### config.mk
export PLATFORM = sky130hd
export DESIGN_NAME = alu_arbiter_flat
export DESIGN_NICKNAME = d
export VERILOG_FILES = /design/src/rtl/alu_pkg.sv /design/src/rtl/alu_arbiter_if.sv /design/src/rtl/alu_arbiter_alu.sv /design/src/rtl/alu_arbiter.sv /design/src/flat_wrapper.sv
export SDC_FILE = /design/constraint.sdc
export NUM_CORES = 1
export LEC_CHECK = 0
export ABC_AREA = 1
export CAP_MARGIN = 5
export CORE_UTILIZATION = 54
export DETAILED_ROUTE_END_ITERATION = 8
export PLACE_DENSITY = 0.83
export SLEW_MARGIN = 25
export SYNTH_ARGS = -nofsm -noshare
export SYNTH_HDL_FRONTEND = slang
export SYNTH_SLANG_ARGS = --single-unit
### constraint.sdc
create_clock -name clk -period 3.94 [get_ports clk]
set_input_delay 0.394 -clock clk [delete_from_list [all_inputs] [get_ports clk]]
set_output_delay 0.394 -clock clk [all_outputs]
set_load 0.05 [all_outputs]
### src/rtl/alu_pkg.sv
// Shared ALUOp encodings, default operand width and the arbiter's result-register state type.
package alu_pkg;

   localparam int XLEN_DEFAULT = 32;

   localparam logic [3:0] ALU_ADD = 4'b0000;
   localparam logic [3:0] ALU_SUB = 4'b1000;
   localparam logic [3:0] ALU_SLT = 4'b0010;
   localparam logic [3:0] ALU_OR  = 4'b0110;
   localparam logic [3:0] ALU_AND = 4'b0111;

   typedef enum logic {
      EMPTY = 1'b0,
      FULL  = 1'b1
   } state_t;

endpackage

### src/rtl/alu_arbiter_if.sv
// Request/response bundle between two ALU requesters and the shared-ALU arbiter.
interface alu_arbiter_if #(
   parameter int XLEN = alu_pkg::XLEN_DEFAULT
);
   logic [1:0]             req_valid;
   logic [1:0]             req_ready;
   logic signed [XLEN-1:0] req0_a;
   logic signed [XLEN-1:0] req0_b;
   logic signed [XLEN-1:0] req1_a;
   logic signed [XLEN-1:0] req1_b;
   logic [3:0]             req0_op;
   logic [3:0]             req1_op;
   logic                   rsp_valid;
   logic                   rsp_ready;
   logic                   rsp_id;
   logic signed [XLEN-1:0] rsp_data;

   modport master (
      output req_valid, req0_a, req0_b, req1_a, req1_b, req0_op, req1_op, rsp_ready,
      input  req_ready, rsp_valid, rsp_id, rsp_data
   );

   modport slave (
      input  req_valid, req0_a, req0_b, req1_a, req1_b, req0_op, req1_op, rsp_ready,
      output req_ready, rsp_valid, rsp_id, rsp_data
   );
endinterface

### src/rtl/alu_arbiter_alu.sv
// Combinational ALU: wrap-around add/sub, signed set-less-than, bitwise or/and; unknown ops yield 0.
module alu
   import alu_pkg::*;
#(
   parameter int XLEN = XLEN_DEFAULT
) (
   input  logic signed [XLEN-1:0] A,
   input  logic signed [XLEN-1:0] B,
   input  logic [3:0]             ALUOp,
   output logic signed [XLEN-1:0] ALURes
);
   always_comb begin
      ALURes = '0;
      case (ALUOp)
         ALU_ADD: ALURes = A + B;
         ALU_SUB: ALURes = A - B;
         ALU_SLT: ALURes = {{(XLEN-1){1'b0}}, (A < B)};
         ALU_OR:  ALURes = A | B;
         ALU_AND: ALURes = A & B;
         default: ALURes = '0;
      endcase
   end
endmodule

### src/rtl/alu_arbiter.sv
// Two requesters share one ALU behind a single registered result slot.
// ALU_ARB_RR_EN selects round-robin arbitration; otherwise requester 0 has fixed priority.
module alu_arbiter
   import alu_pkg::*;
#(
   parameter int XLEN = XLEN_DEFAULT
) (
   input  logic         clk,
   input  logic         rst_n,
   alu_arbiter_if.slave bus
);
   state_t                 state_p1;
   state_t                 state_nxt;
   logic                   grant_ok_p0;
   logic [1:0]             grant_p0;
   logic                   accept_p0;
   logic                   sel_p0;
   logic signed [XLEN-1:0] a_p0;
   logic signed [XLEN-1:0] b_p0;
   logic [3:0]             op_p0;
   logic signed [XLEN-1:0] res_p0;
   logic signed [XLEN-1:0] data_p1;
   logic                   id_p1;

   // The slot can take a new result when empty, or when it drains in this same cycle.
   assign grant_ok_p0 = rst_n && ((state_p1 == EMPTY) || bus.rsp_ready);

`ifdef ALU_ARB_RR_EN
   logic prio_p1;

   always_comb begin
      grant_p0 = 2'b00;
      if (grant_ok_p0) begin
         case (bus.req_valid)
            2'b01:   grant_p0 = 2'b01;
            2'b10:   grant_p0 = 2'b10;
            2'b11:   grant_p0 = prio_p1 ? 2'b10 : 2'b01;
            default: grant_p0 = 2'b00;
         endcase
      end
   end

   always_ff @(posedge clk or negedge rst_n) begin
      if (!rst_n)         prio_p1 <= 1'b0;
      else if (accept_p0) prio_p1 <= ~sel_p0;
   end
`else
   always_comb begin
      grant_p0 = 2'b00;
      if (grant_ok_p0) begin
         if (bus.req_valid[0])      grant_p0 = 2'b01;
         else if (bus.req_valid[1]) grant_p0 = 2'b10;
      end
   end
`endif

   assign accept_p0 = |grant_p0;
   assign sel_p0    = grant_p0[1];

   assign a_p0  = sel_p0 ? bus.req1_a  : bus.req0_a;
   assign b_p0  = sel_p0 ? bus.req1_b  : bus.req0_b;
   assign op_p0 = sel_p0 ? bus.req1_op : bus.req0_op;

   alu #(.XLEN(XLEN)) u_alu (
      .A      (a_p0),
      .B      (b_p0),
      .ALUOp  (op_p0),
      .ALURes (res_p0)
   );

   always_comb begin
      state_nxt = state_p1;
      case (state_p1)
         EMPTY:   if (accept_p0) state_nxt = FULL;
         FULL:    if (!accept_p0 && bus.rsp_ready) state_nxt = EMPTY;
         default: state_nxt = EMPTY;
      endcase
   end

   // p0 -> p1: register the ALU result and its owner on acceptance
   always_ff @(posedge clk or negedge rst_n) begin
      if (!rst_n) begin
         state_p1 <= EMPTY;
         data_p1  <= '0;
         id_p1    <= 1'b0;
      end else begin
         state_p1 <= state_nxt;
         if (accept_p0) begin
            data_p1 <= res_p0;
            id_p1   <= sel_p0;
         end
      end
   end

   assign bus.req_ready = grant_p0;
   assign bus.rsp_valid = (state_p1 == FULL);
   assign bus.rsp_id    = id_p1;
   assign bus.rsp_data  = data_p1;
endmodule

### src/flat_wrapper.sv
// flat-port wrapper written by rule: the top's interface ports become plain ports
module alu_arbiter_flat import alu_pkg::*;
#(
   parameter int XLEN = XLEN_DEFAULT
)
  (clk, rst_n, bus_req_valid, bus_req0_a, bus_req0_b, bus_req1_a, bus_req1_b, bus_req0_op, bus_req1_op, bus_rsp_ready, bus_req_ready, bus_rsp_valid, bus_rsp_id, bus_rsp_data);
  alu_arbiter_if #(.XLEN(XLEN)) bus_i ();
  input  logic clk;
  input  logic rst_n;
  input wire logic [$bits(bus_i.req_valid)-1:0] bus_req_valid;
  input wire logic [$bits(bus_i.req0_a)-1:0] bus_req0_a;
  input wire logic [$bits(bus_i.req0_b)-1:0] bus_req0_b;
  input wire logic [$bits(bus_i.req1_a)-1:0] bus_req1_a;
  input wire logic [$bits(bus_i.req1_b)-1:0] bus_req1_b;
  input wire logic [$bits(bus_i.req0_op)-1:0] bus_req0_op;
  input wire logic [$bits(bus_i.req1_op)-1:0] bus_req1_op;
  input wire logic [$bits(bus_i.rsp_ready)-1:0] bus_rsp_ready;
  output wire logic [$bits(bus_i.req_ready)-1:0] bus_req_ready;
  output wire logic [$bits(bus_i.rsp_valid)-1:0] bus_rsp_valid;
  output wire logic [$bits(bus_i.rsp_id)-1:0] bus_rsp_id;
  output wire logic [$bits(bus_i.rsp_data)-1:0] bus_rsp_data;
  assign bus_i.req_valid = bus_req_valid;
  assign bus_i.req0_a = bus_req0_a;
  assign bus_i.req0_b = bus_req0_b;
  assign bus_i.req1_a = bus_req1_a;
  assign bus_i.req1_b = bus_req1_b;
  assign bus_i.req0_op = bus_req0_op;
  assign bus_i.req1_op = bus_req1_op;
  assign bus_i.rsp_ready = bus_rsp_ready;
  assign bus_req_ready = bus_i.req_ready;
  assign bus_rsp_valid = bus_i.rsp_valid;
  assign bus_rsp_id = bus_i.rsp_id;
  assign bus_rsp_data = bus_i.rsp_data;
  alu_arbiter #(.XLEN(XLEN)) u_core (.clk(clk), .rst_n(rst_n), .bus(bus_i));
endmodule
==> out/metrics.json <==
{
  "result_of_the_run": "finished, final reports clean",
  "core_area_mm2": 0.0158,
  "portBuffers": 176,
  "min_period_ns": 3.70,
  "detailroute.via_count": 10800,
  "timing.clock.skew_ns": 0.00677,
  "cpMostUsedCell": "sky130_fd_sc_hd__nand2_1",
  "placement_rows": 46,
  "setup_tns_ns": 0,
  "post_drt_wl_per_cell_um": 14.9,
  "max-clock-path-buffers": 2,
  "number_of_global_route_vias_before_repair": 9698,
  "power_frac_seq_pct": 16.0,
  "tritoncts_num_sinks": 34,
  "area_growth_pct": 24.5,
  "slowest_delay_ns": 0.51,
  "synth.avg_cell_area_um2": 5.12,
  "final_layout_size_suffix_gt1_share_pct": 2.86,
  "final_hold_viol_count": 0,
  "cts-buffers-inserted": 5,
  "fillers": 1544,
  "grt_first_pass_wirelength_um": 48500,
  "dr.first_iter.drc_count": 1170,
  "switching_share_pct": 53.0,
  "floorplan.initialDensity_pct": 55.2,
  "tritoncts": "built",
  "irDropWorstVdd_mv": 0.181,
  "grt_max_degree": 74,
  "critical_path_arrival_ns": 3.88,
  "mostFrequentLayoutCells": "617 x sky130_fd_sc_hd__nand2_1, 387 x sky130_fd_sc_hd__inv_1, 175 x sky130_fd_sc_hd__clkdlybuf4s50_1",
  "drt.antenna.violating_nets": 0,
  "clock_tree.root_cell": "sky130_fd_sc_hd__clkbuf_16",
  "p_leak_nw": 6.39,
  "max_cap_violations": 0,
  "cp.required_ns": 4.12,
  "crit_path_end_kind": "flop",
  "cts_resized": 0,
  "hold_path_class": "reg -> reg",
  "num_io_pins": 177,
  "synth_sequential_area_ratio_pct": 9.74,
  "groute.usage.overall_pct": 37.6,
  "grt.overflow.total": 0,
  "synth-warning-count": 0,
  "synth_top_area_cell": "sky130_fd_sc_hd__nand2_1",
  "hold_buffers": 0,
  "yosys_register_bits": 34,
  "syn_inst": 1705,
  "worst_skew_pair.late_latency_ns": 0.29,
  "final_common_cell": "sky130_fd_sc_hd__nand2_1",
  "die_width_um": 129,
  "route.detailed.vias_per_inst": 5.23,
  "combinationalPowerShare_pct": 68.3,
  "drt_pass1_iterations": 7,
  "cts_setup_buffers": 0,
  "total_die_area_mm2": 0.0167,
  "number_of_distinct_standard_cells_referenced_by_the_synthesized_netlist": 34,
  "critical_path.cell_chain": "clkdlybuf4s50_1 -> nand2_2 -> nor2_8 -> buf_12 -> o21ai_0 -> ha_1 -> nor2_1 -> nand2_1 -> inv_1 -> nand3_1 -> nand2_1 -> nand2_1 -> nand2_1 -> nand2_1 -> nand2_1 -> nand2_1 -> nand3_1 -> nand3_1 -> nand2_1 -> nand2_1",
  "final-max-slew-violation-count": 0,
  "fin_nets": 2088,
  "fin_util_pct": 68.7,
  "worst_path_max_delay_cell": "sky130_fd_sc_hd__clkdlybuf4s50_1",
  "cts.clk_slew.worst_paths_ns": 0.06,
  "worst_setup_path_start_kind": "input port",
  "max_slew.worst_pin.slew_ns": 0.664,
  "rsz_0062_raised_after_global_routing": "false",
  "maxSlewHeadroom_pct": 55.7,
  "total_switching_power_mw": 1.44,
  "routabilityCongestion": 1.10,
  "synth.cell_area_mm2": 0.00873,
  "crit_path_max_fanout": 73,
  "achievable-frequency_mhz": 270,
  "synth_fp_nets": 1944,
  "yosys.area.top_type_share_pct": 26.5,
  "finalSetupViolations": 0,
  "power_frac_clock_pct": 15.7,
  "synth_top_cells_by_area": "sky130_fd_sc_hd__nand2_1 27%, sky130_fd_sc_hd__inv_1 17%, sky130_fd_sc_hd__ha_1 14%",
  "h_tree_depth": 2,
  "route.detailed.drc": 0,
  "power_density_mw_per_mm2": 250,
  "finalWirelength_um": 30900,
  "chipHeight_um": 129,
  "antenna_found_initial": 1,
  "worstSetupPathType": "in -> reg",
  "internal_power_mw": 1.28,
  "hpwl_um": 26000,
  "fin_crit_sh_pct": 94.0
}
-- layer usage --
layer	part of all wire, %	global-route usage (%)	up-vias	wire (µm)
li1	-	-	5428	-
met1	43	50.1	4726	13200
met2	41	57.7	568	12600
met3	12	8.96	94	3730
met4	4.2	15.8	0	1310
met5	0	0	-	0
-- power by group through the flow --
stage	sequential (mW)	combinational (mW)	clock, mW
6_report	0.435	1.86	0.427
5_1_grt	0.441	2.04	0.435
4_1_cts	0.434	1.82	0.423
2_1_floorplan	0.615	1.00	0
3_3_place_gp	0.438	1.79	0
3_5_place_dp	0.440	1.81	0
-- through the flow --
stage	setup slack [ns]	instances	area, µm²	power, mW	hold WS, ns
3_5_place_dp	0.0498	2058	10700	2.25	0.464
6_report	0.238	2067	10900	2.72	0.476
2_1_floorplan	0.326	1705	8730	1.62	0.0984
5_1_grt	0.0165	2066	10900	2.91	0.493
4_1_cts	0.323	2066	10900	2.67	0.480
3_3_place_gp	0.120	2058	10700	2.23	0.462
-- cells in the mapped netlist, drive strengths merged --
| library cell | number |
|---|---|
| ha | 96 |
| nor2 | 109 |
| nor3 | 12 |
| o21bai | 9 |
| xnor2 | 1 |
| nand3 | 165 |
| nor4 | 2 |
| fa | 2 |
| or2 | 4 |
| nand4 | 16 |
| buf | 21 |
| dfrtp | 34 |
| clkbuf | 39 |
| a21o | 1 |
| and2 | 3 |
| nand3b | 23 |
| nand2 | 622 |
| inv | 392 |
| a21oi | 41 |
| o21ai | 105 |
| xor2 | 8 |
-- final timing paths --
check,start,to,slack [ns],cells after the start
hold reg to reg,u_core.bus.rsp_data[6]$_DFFE_PN0P_,u_core.bus.rsp_data[6]$_DFFE_PN0P_,0.48,2
max in group asynchronous,rst_n,u_core.bus.rsp_data[31]$_DFFE_PN0P_,2.85,2
hold / removal,u_core.bus.rsp_data[6]$_DFFE_PN0P_,u_core.bus.rsp_data[6]$_DFFE_PN0P_,0.48,2
min in group asynchronous,rst_n,u_core.bus.rsp_data[9]$_DFFE_PN0P_,0.72,2
setup reg to reg,u_core.bus.rsp_valid$_DFF_PN0_,u_core.bus.rsp_data[23]$_DFFE_PN0P_,0.49,20
setup / recovery,rst_n,u_core.bus.rsp_data[23]$_DFFE_PN0P_,0.24,20
-- registers in the layout, indices dropped and copies added, names as in the netlist --
signal	flops
u_core.bus.rsp_valid	1
u_core.bus.rsp_id	1
u_core.bus.rsp_data	32
-- critical path: cells and delay by family --
family | cells | cell delay, ns
and+or+nand+nor | 15 | 1.85
buffers and inverters | 3 | 0.76
AOI/OAI and AO/OA | 1 | 0.49
adders and majority gates | 1 | 0.37
-- cell families after synthesis --
kind of cell | after synthesis | synth area share (%)
buffers and inverters | 452 | 19.8
AND/OR/NAND/NOR | 956 | 45.8
XOR/XNOR | 9 | 0.903
AO/OA/AOI/OAI | 156 | 9.48
flip-flops | 34 | 9.74
adder cells (fa/ha/maj) | 98 | 14.2
-- layout make-up --
class / instances / area, µm² / area share, %
multi-input combinational: 1219 / 6160 / 56.6
antenna: 1 / 2.50 / 0.0230
clock inverter: 2 / 12.5 / 0.115
sequential: 34 / 851 / 7.83
tap: 216 / 270 / 2.49
timing repair buffer: 197 / 1970 / 18.1
inverter: 392 / 1470 / 13.5
clock buffer: 6 / 139 / 1.28
Power figures use the tool's default switching activity.
